--- src/rtl/freq_meter_pkg.sv ---
// Shared definitions for the frequency meter: controller states, gate index
// width and the gate-length lookup.
package freq_meter_pkg;

  localparam int GATE_IDX_W = 2;
  localparam int GATE_CNT_W = 30;

  typedef logic [GATE_IDX_W-1:0] gate_idx_t;

  typedef enum logic [2:0] {
    IDLE,
    CLEAR,
    GATE,
    SETTLE,
    LATCH,
    RANGE,
    HOLD
  } state_t;

  // Gate length in sys_clk cycles: 1 ms scaled by 10^idx.
  function automatic logic [GATE_CNT_W-1:0] gate_len(input int unsigned clk_hz,
                                                     input gate_idx_t   idx);
    logic [63:0] len;
    len = 64'(clk_hz / 32'd1000);
    case (idx)
      2'd1:    len = len * 64'd10;
      2'd2:    len = len * 64'd100;
      2'd3:    len = len * 64'd1000;
      default: len = len;
    endcase
    return len[GATE_CNT_W-1:0];
  endfunction

endpackage

--- src/rtl/gate_timer.sv ---
// Gate window down-counter: loads a length, counts down while enabled and
// parks at zero without wrapping.
module gate_timer
  import freq_meter_pkg::*;
(
  input  logic                  sys_clk,
  input  logic                  rst_n,
  input  logic                  load,
  input  logic [GATE_CNT_W-1:0] load_val,
  input  logic                  enable,
  output logic                  done
);

  logic [GATE_CNT_W-1:0] cnt_reg;

  always_ff @(posedge sys_clk or negedge rst_n) begin
    if (!rst_n) begin
      cnt_reg <= '0;
    end else if (load) begin
      cnt_reg <= load_val;
    end else if (enable && (cnt_reg != '0)) begin
      cnt_reg <= cnt_reg - GATE_CNT_W'(1);
    end
  end

  assign done = (cnt_reg == '0);

endmodule

--- src/rtl/freq_gate_ctrl.sv ---
// Gate controller for a frequency counter: clears the edge counter, opens a
// timed gate window, latches the count and optionally auto-ranges the gate.
module freq_gate_ctrl
  import freq_meter_pkg::*;
#(
  parameter int unsigned CLK_HZ      = 100_000_000,
  parameter int unsigned SETTLE_CYC  = 4,
  parameter logic [31:0] LOW_THRESH  = 32'd1000,
  parameter logic [31:0] HIGH_THRESH = 32'd100_000_000
) (
  input  logic        sys_clk,
  input  logic        rst_n,
  input  logic        start,
  input  logic        abort,
  input  logic        cont_mode,
  input  logic        auto_range,
  input  logic [1:0]  gate_sel,
  input  logic [31:0] cnt_value,
  output logic        cnt_clr,
  output logic        gate_en,
  output logic [31:0] result_cnt,
  output logic [1:0]  result_gate,
  output logic        result_valid,
  input  logic        result_ready,
  output logic        busy
);

  localparam int SETTLE_W = (SETTLE_CYC > 1) ? $clog2(SETTLE_CYC) : 1;

  state_t                state_reg, state_next;
  gate_idx_t             cur_sel_reg;
  gate_idx_t             auto_sel_reg, auto_sel_next;
  logic [SETTLE_W-1:0]   settle_cnt_reg;
  logic [31:0]           latched_reg;
  logic                  gate_done;
  logic                  settle_last;
  logic                  range_up;
  logic                  range_down;
  logic [GATE_CNT_W-1:0] gate_load_val;

  assign settle_last   = (settle_cnt_reg == SETTLE_W'(SETTLE_CYC - 1));
  assign range_up      = auto_range && (latched_reg < LOW_THRESH) && (cur_sel_reg != 2'd3);
  assign range_down    = auto_range && (latched_reg > HIGH_THRESH) && (cur_sel_reg != 2'd0);
  assign gate_load_val = gate_len(CLK_HZ, cur_sel_reg) - GATE_CNT_W'(1);

  gate_timer u_gate_timer (
    .sys_clk  (sys_clk),
    .rst_n    (rst_n),
    .load     (state_reg == CLEAR),
    .load_val (gate_load_val),
    .enable   (state_reg == GATE),
    .done     (gate_done)
  );

  always_ff @(posedge sys_clk or negedge rst_n) begin
    if (!rst_n) begin
      state_reg <= IDLE;
    end else begin
      state_reg <= state_next;
    end
  end

  always_comb begin
    state_next    = state_reg;
    cnt_clr       = 1'b0;
    gate_en       = 1'b0;
    auto_sel_next = auto_sel_reg;
    busy          = (state_reg != IDLE);
    case (state_reg)
      IDLE: begin
        if (start) state_next = CLEAR;
      end
      CLEAR: begin
        cnt_clr    = 1'b1;
        state_next = GATE;
      end
      GATE: begin
        gate_en = 1'b1;
        if (gate_done) state_next = SETTLE;
      end
      SETTLE: begin
        if (settle_last) state_next = LATCH;
      end
      LATCH: begin
        state_next = RANGE;
      end
      RANGE: begin
        if (range_up) begin
          auto_sel_next = cur_sel_reg + 2'd1;
          state_next    = CLEAR;
        end else begin
          if (range_down) auto_sel_next = cur_sel_reg - 2'd1;
          state_next = HOLD;
        end
      end
      HOLD: begin
        if (result_ready) state_next = cont_mode ? CLEAR : IDLE;
      end
      default: state_next = IDLE;
    endcase
    // Abort overrides everything and leaves the auto-range index untouched.
    if (abort) begin
      state_next    = IDLE;
      auto_sel_next = auto_sel_reg;
    end
  end

  always_ff @(posedge sys_clk or negedge rst_n) begin
    if (!rst_n) begin
      cur_sel_reg    <= '0;
      auto_sel_reg   <= '0;
      settle_cnt_reg <= '0;
      latched_reg    <= '0;
      result_cnt     <= '0;
      result_gate    <= '0;
      result_valid   <= 1'b0;
    end else begin
      auto_sel_reg <= auto_sel_next;
      if (state_next == CLEAR) begin
        cur_sel_reg <= auto_range ? auto_sel_next : gate_sel;
      end
      if (state_reg == SETTLE) begin
        settle_cnt_reg <= settle_cnt_reg + SETTLE_W'(1);
      end else begin
        settle_cnt_reg <= '0;
      end
      if (state_reg == LATCH) begin
        latched_reg <= cnt_value;
      end
      if (abort) begin
        result_valid <= 1'b0;
      end else if ((state_reg == RANGE) && !range_up) begin
        result_valid <= 1'b1;
        result_cnt   <= latched_reg;
        result_gate  <= cur_sel_reg;
      end else if ((state_reg == HOLD) && result_ready) begin
        result_valid <= 1'b0;
      end
    end
  end

endmodule

--- config.mk ---
export PLATFORM = sky130hd
export DESIGN_NAME = freq_gate_ctrl
export DESIGN_NICKNAME = d
export VERILOG_FILES = /design/src/rtl/freq_meter_pkg.sv /design/src/rtl/gate_timer.sv /design/src/rtl/freq_gate_ctrl.sv
export SDC_FILE = /design/constraint.sdc
export NUM_CORES = 1
export LEC_CHECK = 0
export ABC_CLOCK_PERIOD_IN_PS = 3650
export CAP_MARGIN = 20
export CORE_MARGIN = 2
export CORE_UTILIZATION = 42
export CTS_CLUSTER_DIAMETER = 60
export DETAILED_ROUTE_END_ITERATION = 12
export PLACE_DENSITY = 0.67
export SLEW_MARGIN = 40
export SYNTH_ARGS = -nofsm -noshare
export SYNTH_HDL_FRONTEND = slang
export SYNTH_SLANG_ARGS = --single-unit
--- constraint.sdc ---
create_clock -name sys_clk -period 3.65 [get_ports sys_clk]
set_input_delay 0.5475 -clock sys_clk [delete_from_list [all_inputs] [get_ports sys_clk]]
set_output_delay 0.5475 -clock sys_clk [all_outputs]
set_load 0.01 [all_outputs]
**Yosys cells after proc, flatten, opt, wreduce, memory -nomap -nowiden**

Cells that the tools add are included.

- Flip-flop bits (word level): 106
- Input bits: 41
- Output and inout bits: 38
- Word-level logic and storage cells: 67

- $add $sub $neg: 5
- Magnitude comparators: 2
- Equal/unequal tests: 12
- Mux-type cells: 22
- Bitwise operators: 1
- Reduce and logical (&&, ||, !) cells: 16

Operator list:

| kind | count |
|---|---|
| $pmux 27 s3 | 1 |
| $mux 30 | 2 |
| $sub 30x1->30 const B | 2 |
| $gt 32x27->1 const B | 1 |
| $lt 32x10->1 const B | 1 |
| $logic_not 30->1 | 1 |
| $reduce_bool 30->1 | 1 |
| $pmux 3 s7 | 1 |
| $mux 3 | 6 |
| $mux 2 | 6 |
| $eq 3x3->1 const B | 3 |
| $logic_and 1x1->1 | 7 |
| $eq 2x2->1 const B | 3 |
| $eq 3x1->1 const B | 2 |
| $eq 3x2->1 const B | 2 |
| $mux 1 | 6 |
| $reduce_bool 3->1 | 2 |
| $add 2x1->2 const B | 2 |
| $reduce_bool 2->1 | 2 |
| $logic_not 3->1 | 1 |
| $eq 2x1->1 const B | 1 |
| $ne 2x2->1 const B | 1 |
| $reduce_and 2->1 | 1 |
| $sub 2x1->2 const B | 1 |
| other kinds (2) | 2 |

**Depth between registers and ports, before layout**

- Depth after elaboration: 8
- Mapped depth: 14
- Depth with buffers taken out: 9

**Cells and area by module**

A second synthesis with hierarchy kept.

- Cell total of the unflattened synthesis: 484
- Area, all modules: 5597.9 µm²

By module, submodules not included:

| module | times used | cells an instance | area an instance (µm²) | seq. area each (µm²) |
|---|---|---|---|---|
| freq_gate_ctrl | 1 | 267 | 3617.2 | 1901.8 |
| gate_timer | 1 | 217 | 1980.6 | 750.7 |

**Worst setup path after synthesis**

No wires, ideal clock.

- Path type: flip-flop to flip-flop
- Start: reg state_reg[1]
- End: reg u_gate_timer.cnt_reg[24]
- Library setup time: 0.137 ns
- Data arrival time: 2.831 ns
- Data required time: 3.513 ns
- Slack: 0.682 ns
- Stages on the path, launching flop included: 15
- Buffers on the path: 5
- Period minus slack after synthesis: 2.968 ns
- Path through: dfrtp_1 > buf_2 > or3b_1 > buf_4 > clkbuf_1 > clkbuf_1 > nand2_1 > ha_1 > clkbuf_1 > inv_1 > a211oi_2 > nand3b_1 > nor4_1 > xnor2_1 > a21oi_1

- Word-level cells in the longest chain between the ends: 3
- Elaborated cells between the ends (all ways): 5
- Those cells by class: eq/ne (2); mux (1); reduce/logical (2)

Ends and longest elaborated chain:

| what | RTL line | source |
|---|---|---|
| from (decl) | freq_gate_ctrl.sv:30 | `state_t state_reg, state_next;` |
| from (signal assigned) | freq_gate_ctrl.sv:59 | `state_reg <= state_next;` |
| $eq 3x2->1 | freq_gate_ctrl.sv:51 | `.enable (state_reg == GATE),` |
| $logic_and 1x1->1 | gate_timer.sv:21 | `end else if (enable && (cnt_reg != '0)) begin` |
| $reduce_bool 2->1 (no line) | - |  |
| to (signal assigned) | gate_timer.sv:20 | `cnt_reg <= load_val;` |
| to (signal assigned) | gate_timer.sv:22 | `cnt_reg <= cnt_reg - GATE_CNT_W'(1);` |
| to (decl) | gate_timer.sv:14 | `logic [GATE_CNT_W-1:0] cnt_reg;` |

Several ways; a longest one is shown, not always the timed one.
A chain may end at the register's enable or synchronous reset.

**Final worst setup path**

- Start: reg state_reg[0]
- End: reg u_gate_timer.cnt_reg[24]

The elaborated chain is that of the path after synthesis.

==> results.txt <==
The met1 layer wirelength in the final routing came out at around 5100 um. The post-cts repair resize count is 0. The weighted congestion reported at the end of routability-driven placement is 0.8827. The worst slack at placement is 0.5330 ns. sky130_fd_sc_hd__dfrtp_1 takes more of the synthesized area than any other cell. The worst-case reg-to-reg path depth is 9.

The combinational cell fraction of total power came out at 22.8%. The hold-fix buffer count after cts came out at 0. Row generation in the floorplan step produced 40 rows. The count of routing violations after the opening detailed-route iteration came out at roughly 220. The initial cell density of the core came out at between 40% and 50%. The total of warnings raised by yosys came out at 0. The number of design rule violations left after detail routing came out at 0. For this design the ratio of total power to cell area is 521.0 nW/um2. The placement-stage cell area is roughly 6200 um2. The critical path is of the register to register type.

After the last flow step, the layout net total stands at between 500 and 600. The clock network latency to the later pin of the worst-skew pair came out at roughly 0.35 ns. The HPWL reported at the end of detailed placement came out at approximately 8600 um. The first global-routing pass estimated 20230 um of wire. Timing would allow up to approximately 0.32 GHz. The share of Yosys cell area claimed by the top area cell type came out at just over 50%. The routed layout has approximately 3900 vias.

The buffer depth of the longest clock path came out at 2. In the layout the commonest cells are 106 x sky130_fd_sc_hd__dfrtp_1, 77 x sky130_fd_sc_hd__clkdlybuf4s50_1, 66 x sky130_fd_sc_hd__mux2_2, 45 x sky130_fd_sc_hd__nor2_1, 31 x sky130_fd_sc_hd__nand2_1. The worst path setup slack after routing came out at 0.4802 ns.

The top-level I/O count came out at between 70 and 80. The critical path data required time is a little under 4 ns. The count of state elements after synthesis came out at roughly 110. The highest metal layer used by the detailed router is met4. The switching power is roughly 1.1 mW. The setup total negative slack came out at 0 ns. Setup repair after global routing left no endpoint under its margin. The number of clock buffers inserted by TritonCTS is 9.

The summed area of non-filler cells in the final layout is 6506 um2. The area of the core is 12060 um2. The worst clock skew came out at about 0.0064 ns. The path class of the tightest hold or removal check is input port to asynchronous set/reset pin. The final routed wire length divided by cell count came out at 16.50 um. In the synthesized netlist the dominant register cell turns out to be sky130_fd_sc_hd__dfrtp_1. The number of antenna diodes came out at 0.

The post-synthesis cell type count came out at 62. When the netlist entered floorplanning its net count stood at 525. The final critical-path share of the clock period came out at between 80% and 90%. The tree built by TritonCTS fans out to 106 sinks. The die height came out at ~120 um. The root buffer selected by CTS is sky130_fd_sc_hd__clkbuf_16. The max-slew violation count came to 0. The count of nets left with antenna violations after detail routing came out at 0. Across the VDD grid, the largest voltage drop is around 0.3 mV. The fraction of registers with async set/reset came out at 100.0%. After global routing the overflow that remains totals 0. Global routing used 19.26% of the available tracks. The floorplan die width came out at ~120 um. The area added between synthesis and finish is 24.37%.

Along the worst path, the maximum fanout reaches 17. The routed wire length on met3 is 800 um. The synthesized area per cell came out at around 11 um2. The slew at the pin with the worst max-slew slack came out at about 0.73 ns. The number of global-route vias before repair is slightly above 4000. TritonCTS built the clock tree. For this design the static power due to leakage is 2.697 nW. Of the total power, the clock network draws a little under a third.

The share of layout cells above drive strength 1 came out at approximately a fifth. By area the synthesized netlist is led by sky130_fd_sc_hd__dfrtp_1 51%, sky130_fd_sc_hd__mux2_2 14%, sky130_fd_sc_hd__nor2_1 3.3%, sky130_fd_sc_hd__xnor2_1 2.8%, sky130_fd_sc_hd__a21oi_1 2.5%. Internal power comes to 2.320 mW. Wire segments on met2 add up to a little under 6000 um in the final route.

The worst setup path is launched from a register. The number of buffers inserted by port buffering came out at 78. The sequential-to-total area share from yosys stat came out at 50.71%. The switching power as a share of total power is a little under a third.

The area enclosed by the die boundary is 13360 um2. The run finished with clean final reports. The first-pass detailed-route iteration total came out at 4.

The most common library cell in the layout ignoring fill and taps is sky130_fd_sc_hd__dfrtp_1. The final layout contains routed wiring with a total length of around 12000 um. The tool flagged a number of max-cap violations equal to 0.

The initial antenna violation count is 0. The detail-routed via count per cell is between 5 and 6. The count of final hold-check violations is 0. In this run, synthesis inferred 0 flip-flops with an integrated enable.

After detailed placement, the design holds a cell count of around 700. The worst max-slew margin expressed relative to the limit came out at ~51%. The endpoint class of the critical path is a register. Entering global routing, the biggest net connects 80 pins. The H-tree depth is 3. After clock tree synthesis, the clock-pin slew on the worst setup and hold paths is 0.07 ns. Synthesis produced around 480 cells.

The data arrival at the endpoint of the critical path is around 3.4 ns. Setup violations remaining at the end of the flow were counted as 0. The clock period minus final worst setup slack is approximately 3.2 ns. After synthesis the cells add up to roughly 5200 um2. The final standard cell count with taps included and fillers excluded came out at between 700 and 800. The number of setup buffers added after CTS came out at 0. The sequential fraction of design power came out at between 40 and 50%.
==> worst max-delay path, cell delays in order, from the launching register on <==
cell	delay, ns
sky130_fd_sc_hd__dfrtp_1	0.61
sky130_fd_sc_hd__or3b_1	0.66
sky130_fd_sc_hd__nand2_1	0.16
sky130_fd_sc_hd__ha_1	0.31
sky130_fd_sc_hd__inv_1	0.12
sky130_fd_sc_hd__a211oi_2	0.35
sky130_fd_sc_hd__nand3b_1	0.21
sky130_fd_sc_hd__nor4_1	0.33
sky130_fd_sc_hd__xnor2_1	0.17
sky130_fd_sc_hd__a21oi_1	0.09
==> layout make-up <==
class,instances,area (um2)
Clock inverter,5,86.33
Fill cell,1060,5555
Clock buffer,10,229.0
Sequential cell,106,2653
Timing Repair Buffer,85,834.6
Multi-Input combinational cell,335,2442
Tap cell,168,210.2
Inverter,13,51.30
==> per-layer routing <==
metal | up-vias | track usage [%]
met4 | 0 | 4.980
met2 | 91 | 32.28
met3 | 12 | 7.061
met5 | - | 0
li1 | 1882 | -
met1 | 1964 | 23.62
==> final timing paths <==
path                                                  to  slack (ns)               from
worst max-delay path            u_gate_timer.cnt_reg[24]        0.48       state_reg[0]
worst min-delay path            u_gate_timer.cnt_reg[25]        0.22              rst_n
worst max register to register  u_gate_timer.cnt_reg[24]        0.48       state_reg[0]
worst min register to register         settle_cnt_reg[0]        0.43  settle_cnt_reg[0]
max in group asynchronous                latched_reg[21]        2.73              rst_n
min in group sys_clk                   settle_cnt_reg[0]        0.43  settle_cnt_reg[0]
==> cells in the mapped netlist, drive strengths merged, types with 2 or more instances <==
master and count:
dfrtp 106, mux2 66, nor2 46, nand2 31, a21oi 27, nor3 19
xnor2 17, o21ai 15, nand3 14, nor4 14, inv 13, clkbuf 12
buf 11, xor2 9, ha 7, nand4 6, a31oi 4, o31ai 4
or3 4, or4 4, a211o 3, a211oi 3, a221oi 3, a311oi 3
mux2i 3, o211ai 3, a21boi 2, and3 2, nand2b 2, nand4b 2
o2111a 2, o2111ai 2, o21a 2, or2 2
==> per-stage QoR <==
stage / hold WS, ns / power (mW) / util, %
2_1_floorplan: 0.2519 / 2.095 / -
3_3_place_gp: 0.4214 / 2.350 / 51.30
3_5_place_dp: 0.4240 / 2.368 / 51.33
4_1_cts: 0.2565 / 3.422 / 53.94
5_1_grt: 0.2922 / 3.592 / 53.94
6_report: 0.2161 / 3.390 / 53.94
==> cells by family after synthesis <==
family,count (synthesis),share of synthesized area (%)
simple gates,154,15.12
flops,106,50.71
compound gates,79,10.52
mux,69,14.78
buf+inv,36,2.846
xor+xnor,26,4.353
fa+ha+maj,7,1.674
==> power by group through the flow <==
stage,Clock (mW),Sequential [mW],Combinational [mW]
2_1_floorplan,0,1.53,0.564
3_3_place_gp,0,1.59,0.760
3_5_place_dp,0,1.60,0.772
4_1_cts,1.07,1.58,0.775
5_1_grt,1.11,1.61,0.867
6_report,1.04,1.58,0.775
No activity file was read; power rests on OpenSTA's default activity.
